**config.mk**
```make
export PLATFORM = sky130hd
export DESIGN_NAME = data_mem_access_ctrl
export DESIGN_NICKNAME = d
export VERILOG_FILES = /design/src/rtl/data_mem_access_ctrl.sv
export SDC_FILE = /design/constraint.sdc
export NUM_CORES = 1
export LEC_CHECK = 0
export BUFFER_PORTS_ARGS = -buffer_cell sky130_fd_sc_hd__buf_2
export CAP_MARGIN = 20
export CORE_ASPECT_RATIO = 1.1
export CORE_MARGIN = 5
export CORE_UTILIZATION = 25
export DETAILED_ROUTE_END_ITERATION = 10
export HOLD_SLACK_MARGIN = 0.05
export PLACE_DENSITY_LB_ADDON = 0.3
export SLEW_MARGIN = 20
export SYNTH_ARGS = -nofsm -noshare
export SYNTH_HDL_FRONTEND = slang
export SYNTH_SLANG_ARGS = --single-unit
```
**constraint.sdc**
```tcl
create_clock -name clock -period 3.4 [get_ports clock]
set_input_delay 0.68 -clock clock [delete_from_list [all_inputs] [get_ports clock]]
set_output_delay 0.68 -clock clock [all_outputs]
set_load 0.1 [all_outputs]
```
**src/rtl/data_mem_access_ctrl.sv**
```systemverilog
// data_mem_access_ctrl
// Load/store sequencer between the pipeline memory stage and a word-addressed
// 32-bit data memory. One byte-addressed RISC-V load/store is in flight at a time.
// Sub-word stores are read-modify-write. Load data is sign- or zero-extended.
// Misaligned or illegal requests get an error response and touch no memory.
//
// Optional feature (compile-time macro DMEM_BOUNDS_CHECK_EN):
//   defined   - a request with addr[31:2] >= MEM_WORDS takes the error path.
//   undefined - upper address bits are ignored and the word index wraps
//               modulo 2^WADDR_WIDTH.
module data_mem_access_ctrl #(
    parameter int MEM_WORDS   = 1024,
    parameter int WADDR_WIDTH = 10
) (
    input  logic        clock,
    input  logic        reset,
    input  logic        req_valid,
    output logic        req_ready,
    input  logic        req_write,
    input  logic [2:0]  req_funct3,
    input  logic [31:0] req_addr,
    input  logic [31:0] req_wdata,
    output logic        resp_valid,
    output logic        resp_error,
    output logic [31:0] resp_rdata,
    output logic        mem_read_enable,
    output logic        mem_write_enable,
    output logic [31:0] mem_address,
    output logic [31:0] mem_write_data,
    input  logic [31:0] mem_read_data
);

    typedef enum logic [2:0] {
        ST_IDLE   = 3'd0,
        ST_LOAD   = 3'd1,
        ST_RMW_RD = 3'd2,
        ST_RMW_WR = 3'd3,
        ST_WR     = 3'd4,
        ST_ERR    = 3'd5,
        ST_RESP   = 3'd6
    } state_t;

    localparam logic [2:0] F3_B  = 3'b000;
    localparam logic [2:0] F3_H  = 3'b001;
    localparam logic [2:0] F3_W  = 3'b010;
    localparam logic [2:0] F3_BU = 3'b100;
    localparam logic [2:0] F3_HU = 3'b101;

    state_t state_reg;
    state_t state_next;

    // Request fields latched at acceptance
    logic [2:0]             funct3_reg;
    logic [1:0]             lane_reg;
    logic [WADDR_WIDTH-1:0] index_reg;
    logic [31:0]            wdata_reg;
    logic                   err_reg;

    // Word captured during the read half of a read-modify-write
    logic [31:0]            word_reg;
    // Extended load result presented during the response cycle
    logic [31:0]            rdata_reg;

    logic                   accept;
    logic                   funct3_legal;
    logic                   misaligned;
    logic                   out_of_range;
    logic                   req_bad;
    logic [31:0]            load_ext;
    logic [3:0][7:0]        merged_word;
    logic [31:0]            index_ext;

    assign accept    = req_valid && req_ready;
    assign index_ext = 32'(index_reg);

    // Classify the incoming request: legal encoding, natural alignment, range
    always_comb begin
        funct3_legal = 1'b0;
        misaligned   = 1'b0;
        if (req_write) begin
            funct3_legal = (req_funct3 == F3_B) || (req_funct3 == F3_H) ||
                           (req_funct3 == F3_W);
        end else begin
            funct3_legal = (req_funct3 == F3_B)  || (req_funct3 == F3_H)  ||
                           (req_funct3 == F3_W)  || (req_funct3 == F3_BU) ||
                           (req_funct3 == F3_HU);
        end
        // Size lives in funct3[1:0]; only halfword and word need alignment
        if (req_funct3[1:0] == 2'b01) begin
            misaligned = req_addr[0];
        end else if (req_funct3[1:0] == 2'b10) begin
            misaligned = (req_addr[1:0] != 2'b00);
        end
        req_bad = !funct3_legal || misaligned || out_of_range;
    end

`ifdef DMEM_BOUNDS_CHECK_EN
    // Any word index beyond the populated memory is rejected
    assign out_of_range = (32'(req_addr[31:2]) >= 32'(MEM_WORDS));
`else
    // Upper address bits are deliberately ignored; the index wraps
    logic unused_addr_bits;
    assign out_of_range     = 1'b0;
    assign unused_addr_bits = ^req_addr[31:WADDR_WIDTH+2];
`endif

    // Select the addressed lane of the returned word and extend it to 32 bits
    always_comb begin
        logic [7:0]  lane_byte;
        logic [15:0] lane_half;
        lane_byte = mem_read_data[{lane_reg, 3'b000} +: 8];
        lane_half = mem_read_data[{lane_reg[1], 4'b0000} +: 16];
        case (funct3_reg)
            F3_B:    load_ext = {{24{lane_byte[7]}}, lane_byte};
            F3_H:    load_ext = {{16{lane_half[15]}}, lane_half};
            F3_BU:   load_ext = {24'h000000, lane_byte};
            F3_HU:   load_ext = {16'h0000, lane_half};
            default: load_ext = mem_read_data;
        endcase
    end

    // Byte-wise merge of store data into the captured word for SB/SH
    genvar gi;
    generate
        for (gi = 0; gi < 4; gi++) begin : g_merge
            logic       byte_hit;
            logic [7:0] byte_src;
            // SB replaces exactly one lane; SH replaces the lane pair picked by addr[1]
            assign byte_hit = (funct3_reg == F3_B) ? (lane_reg == 2'(gi))
                                                   : (lane_reg[1] == 1'(gi >> 1));
            // Odd bytes of a halfword store come from wdata[15:8]
            assign byte_src = ((gi % 2 == 1) && (funct3_reg == F3_H)) ? wdata_reg[15:8]
                                                                      : wdata_reg[7:0];
            assign merged_word[gi] = byte_hit ? byte_src : word_reg[gi*8 +: 8];
        end
    endgenerate

    // State register; reset aborts whatever access is in flight
    always_ff @(posedge clock or negedge reset) begin
        if (!reset) begin
            state_reg <= ST_IDLE;
        end else begin
            state_reg <= state_next;
        end
    end

    // Request latch, RMW capture and load-result register
    always_ff @(posedge clock or negedge reset) begin
        if (!reset) begin
            funct3_reg <= 3'b000;
            lane_reg   <= 2'b00;
            index_reg  <= '0;
            wdata_reg  <= 32'h0;
            err_reg    <= 1'b0;
            word_reg   <= 32'h0;
            rdata_reg  <= 32'h0;
        end else begin
            if (accept) begin
                funct3_reg <= req_funct3;
                lane_reg   <= req_addr[1:0];
                index_reg  <= req_addr[WADDR_WIDTH+1:2];
                wdata_reg  <= req_wdata;
                err_reg    <= req_bad;
                rdata_reg  <= 32'h0;
            end
            if (state_reg == ST_LOAD) begin
                rdata_reg <= load_ext;
            end
            if (state_reg == ST_RMW_RD) begin
                word_reg <= mem_read_data;
            end
        end
    end

    // Next-state and output decode; every output defaults to its idle value
    always_comb begin
        state_next       = state_reg;
        req_ready        = 1'b0;
        resp_valid       = 1'b0;
        resp_error       = 1'b0;
        resp_rdata       = 32'h0;
        mem_read_enable  = 1'b0;
        mem_write_enable = 1'b0;
        mem_address      = 32'h0;
        mem_write_data   = 32'h0;
        case (state_reg)
            ST_IDLE: begin
                req_ready = 1'b1;
                if (req_valid) begin
                    if (req_bad) begin
                        state_next = ST_ERR;
                    end else if (!req_write) begin
                        state_next = ST_LOAD;
                    end else if (req_funct3 == F3_W) begin
                        state_next = ST_WR;
                    end else begin
                        state_next = ST_RMW_RD;
                    end
                end
            end
            ST_LOAD: begin
                mem_read_enable = 1'b1;
                mem_address     = index_ext;
                state_next      = ST_RESP;
            end
            ST_RMW_RD: begin
                mem_read_enable = 1'b1;
                mem_address     = index_ext;
                state_next      = ST_RMW_WR;
            end
            ST_RMW_WR: begin
                mem_write_enable = 1'b1;
                mem_address      = index_ext;
                mem_write_data   = merged_word;
                state_next       = ST_RESP;
            end
            ST_WR: begin
                mem_write_enable = 1'b1;
                mem_address      = index_ext;
                mem_write_data   = wdata_reg;
                state_next       = ST_RESP;
            end
            ST_ERR: begin
                state_next = ST_RESP;
            end
            ST_RESP: begin
                resp_valid = 1'b1;
                resp_error = err_reg;
                resp_rdata = rdata_reg;
                state_next = ST_IDLE;
            end
            default: begin
                state_next = ST_IDLE;
            end
        endcase
    end

endmodule

```
* Yosys cells after proc, flatten, opt, wreduce, memory -nomap -nowiden *
Index checks and enable logic that the tools add are counted.
W data, S select, Z words.

cells by class
  multiply operators = 0
  shift-type cells = 2
  equality and inequality tests = 19
  $lt $le $gt $ge = 0
  mux-type cells = 28
  div/mod/pow operators = 0
  reductions and logical operators = 17
  bitwise logic cells = 1
  add/sub/neg operators = 0

operators with widths
  operator              number
  $pmux W32 S4          1
  $mux W32              3
  $pmux W32 S2          1
  $mux W8               5
  $shiftx A32 B6 Y16    1
  $shiftx A32 B6 Y8     1
  $eq A3 B3 Y1 const B  7
  $mux W1               12
  $mux W3               4
  $mux W10              1
  $eq A3 B1 Y1 const B  3
  $eq A3 B2 Y1 const B  3
  $logic_not A3 Y1      3
  $pmux W3 S3           1
  $reduce_or A4 Y1      2
  $eq A2 B2 Y1 const B  3
  $logic_or A1 B1 Y1    5
  $eq A2 B1 Y1 const B  2
  $reduce_bool A2 Y1    2
  $reduce_or A2 Y1      2
  $logic_not A2 Y1      1
  $ne A2 B2 Y1 const B  1
  $logic_and A1 B1 Y1   1
  $logic_not A1 Y1      1
  $not A1 Y1            1

storage, ports and cells
  flip-flop bits (word level) = 115
  memory bits (read-only) = 0
  memories kept = 0
  latch bits = 0
  word-level logic and storage cells = 75
  memory bits (writable) = 0
  output and inout bits = 101

* Logic depth before layout (Yosys ltp) *
  depth in word-level cells = 11
  depth in mapped cells = 8
  mapped depth without buffers = 4

* Worst setup path before layout *
OpenSTA, ideal clock, no wires.

  path type = register to output
  start point = reg funct3_reg[0]
  end point = out mem_write_data[16]
  slack = -0.741 ns
  cell stages (with the launch flop) = 7
  buffers on the path = 2
  arrival time = 3.461 ns
  cell sequence = dfrtp_1 -> clkbuf_1 -> nor3_1 -> a21o_1 -> buf_4 -> mux2i_1 -> o21ai_0

on the way
  cells in the longest elaborated chain, start to end = 4

RTL lines
  item                      line  source
  start: declaration        53    logic [2:0] funct3_reg;
  start signal: assignment  159   funct3_reg <= req_funct3;
  $logic_not A3 Y1          129   assign byte_hit = (funct3_reg == F3_B) ? (lane_reg == 2'(gi))
  $mux W1                   129
  $mux W8                   134   assign merged_word[gi] = byte_hit ? byte_src : word_reg[gi*8 +: 8];
  $pmux W32 S2              186   case (state_reg)
  end: declaration          29    output logic [31:0] mem_write_data,

Every way passes these cells.

* Worst setup path in the final report *
  start point = reg lane_reg[0]
  end point = out mem_write_data[9]

on the way
  cells in the longest elaborated chain, start to end = 4

RTL lines
  item                      line  source
  start: declaration        54    logic [1:0] lane_reg;
  start signal: assignment  160   lane_reg <= req_addr[1:0];
  $eq A2 B1 Y1              129
  $mux W1                   129
  $mux W8                   134
  $pmux W32 S2              186

Every way passes these cells.

==> results.md <==
- DRC: 0
- # Post-CTS Setup Buffers: 0
- Post-Synthesis Cells: 531
- Num ports: 204
- Actual slew at the worst max-slew pin: 0.6895 ns
- Layout area overhead: 46.91%
- DR vias/cell: 4.467
- Post-synth top area cell: dfrtp_1
- Grt total ovfl: 0
- CP Buf/Inv Count: 2
- Synth Cell Area: 0.005934 mm2
- Main synth FF type: dfrtp_1
- Fin crit share: 90.25%
- CTS Buffer Depth: 2
- Synth top area cells: dfrtp_1 (48%), mux2_2 (17%), and2_1 (4.8%), a22o_1 (3.5%), buf_4 (3.2%)
- RSZ-0062 raised after global routing: no
- Initial DRC count: 248
- Port bufs: 161
- Req. time, crit path: 2.72 ns
- Sink Count: 115
- Run status: finished clean
- Drt pass-1 iters: 4
- Worst slew margin: 53.70%
- CTS tree: done
- Fraction of layout cells with a size suffix above 1: 42.98%
- Core Rows: 59
- Post-synth EDFFs: 0
- Slew Limit Fails: 0
- Final-report hold violation count: 0
- Min cycle time layout: 3.068 ns
- Skew final: 0.005791 ns
- Worst-skew pair later-pin latency: 0.41 ns
- Chip height: 171.6 um
- Gr usage total: 14.13%
- Initial antenna violation count: 0
- Post-synthesis async set-or-reset flop share: 100.0%
- Clk slew on worst S/H paths: 0.05 ns
- Peak fanout along the critical path: 8
- Die area: 0.02692 mm2
- Crit end category: output port
- Htree depth: 4
- Ys Warns: 0
- Synthesis-stage register bit count: 115
- Syn_area_per_cell: 11.18 um2
- Drt total wl: 18890 um
- Final Core Density: 37.02%
- WHS: 0.2101 ns
- Max-cap violations: 0
- CORE AREA: 0.02355 mm2
- # nets final: 795
- Worst path arrival time: 2.39 ns
- ANT cells: 0
- Crit-path max cell delay: 0.60 ns
- Area share of the largest cell type after synthesis: 48.49%
- Worst min-delay path category: in2async
- CTS buffer count: 17
- CP delay by family, top: simple AND/OR/NAND/NOR gates
- Post-synthesis sequential area ratio: 48.49%
- Number of global-route vias before repair: 4628
- Finished Cell Area: 0.008718 mm2
- Die width: 156.9 um
- Initial core utilization: 25.20%
- Post-DP HPWL: 14500 um
- Placed cell areas: 0.008013 mm2
- Clk root buf: clkbuf_16
- Yosys cell types: 35
- Final setup fails: 0
- WL per Instance: 18.71 um
- Routability Congestion: 0.8211
- Peak Freq: 325.9 MHz
- Crit path launch type: flop
- Detailed-route via count: 4512
- DRT antenna net count: 0
- WS Path Type: reg2out
- Worst path slowest cell: or4_1
- Global-route wire length before repair: 28440 um
- Fill cells: 2305
- Crit path cell chain: or4_1 > a21oi_1 > buf_4 > a22oi_1 > o21ai_1 > buf_12
- Largest net degree at the start of global routing: 86
[through the flow]
step / cells / TNS (ns) / setup WS (ns)
2_1_floorplan: 552 / -1.277 / -0.6384
3_3_place_gp: 978 / 0 / 0.6314
3_5_place_dp: 978 / 0 / 0.6077
4_1_cts: 1010 / 0 / 0.1597
5_1_grt: 1010 / 0 / 0.1758
6_report: 1010 / 0 / 0.3316
[cell usage after synthesis (all sizes together), types with 13 or more instances]
cell type	n
inv	13
nand2b	19
a22oi	16
nand2	33
clkbuf	19
mux2	87
dfrtp	115
o21ai	29
buf	37
nor2	13
mux2i	16
and2	46
a22o	24
[layout make-up]
class,count,area [um2],share of cell area (%)
Clock buffer,24,511.7,5.870
Clock inverter,8,192.7,2.210
Inverter,13,48.80,0.5597
Multi-Input combinational cell,368,2774,31.82
Sequential cell,115,2878,33.01
Tap cell,305,381.6,4.377
Timing Repair Buffer,177,1932,22.16
[layout by cell type (no fill, tap or decap), types with 4 or more instances in the layout]
cell	n
buf_2	94
buf_12	67
buf_4	16
mux2i_1	16
dfrtp_1	115
bufinv_16	6
o21ai_1	22
a22oi_1	16
a21o_1	10
nor3_1	4
nand2b_1	19
clkbuf_8	6
clkbuf_16	17
inv_1	13
mux2_2	87
nor2_1	13
a221oi_1	9
o22ai_1	9
o31ai_1	8
a21oi_1	8
nand2_1	33
conb_1	22
a22o_1	24
and2_1	44
o21ai_0	6
[logic make-up (layout without fill, tap and decap cells)]
logic type / after synthesis / in the layout / synth area share [%]
mux: 104 / 104 / 19.59
compound gates: 117 / 117 / 14.10
xor+xnor: 1 / 1 / 0.1476
buf+inv: 69 / 222 / 6.388
flops: 115 / 115 / 48.49
simple gates: 124 / 124 / 11.22
other cells: 1 / 22 / 0.06319
[layer usage]
metal,wire (um),track usage (%)
met1,8797,19.68
met2,8720,21.84
met3,1133,3.825
met4,243,3.623
met5,0,0
[timing repair]
item                       in CTS  in global routing
resized for setup               0                  1
setup endpoints to repair       0                  4
hold buffers                    0                  0
[worst paths after layout]
| path | start | endpoint | slack, ns | cells past startpoint |
|---|---|---|---|---|
| worst min register to register | rdata_reg[3] | rdata_reg[3] | 0.47 | 2 |
| worst max register to register | state_reg[2] | wdata_reg[5] | 1.22 | 5 |
| min in group clock | rdata_reg[3] | rdata_reg[3] | 0.47 | 2 |
| worst min-delay path | reset | index_reg[3] | 0.21 | 1 |
| max in group asynchronous | reset | wdata_reg[20] | 2.36 | 2 |
| worst max-delay path | lane_reg[0] | mem_write_data[9] | 0.33 | 6 |
Power is not shown: default switching activity piles up to over one toggle a cycle in this logic, so the estimate is an artifact.
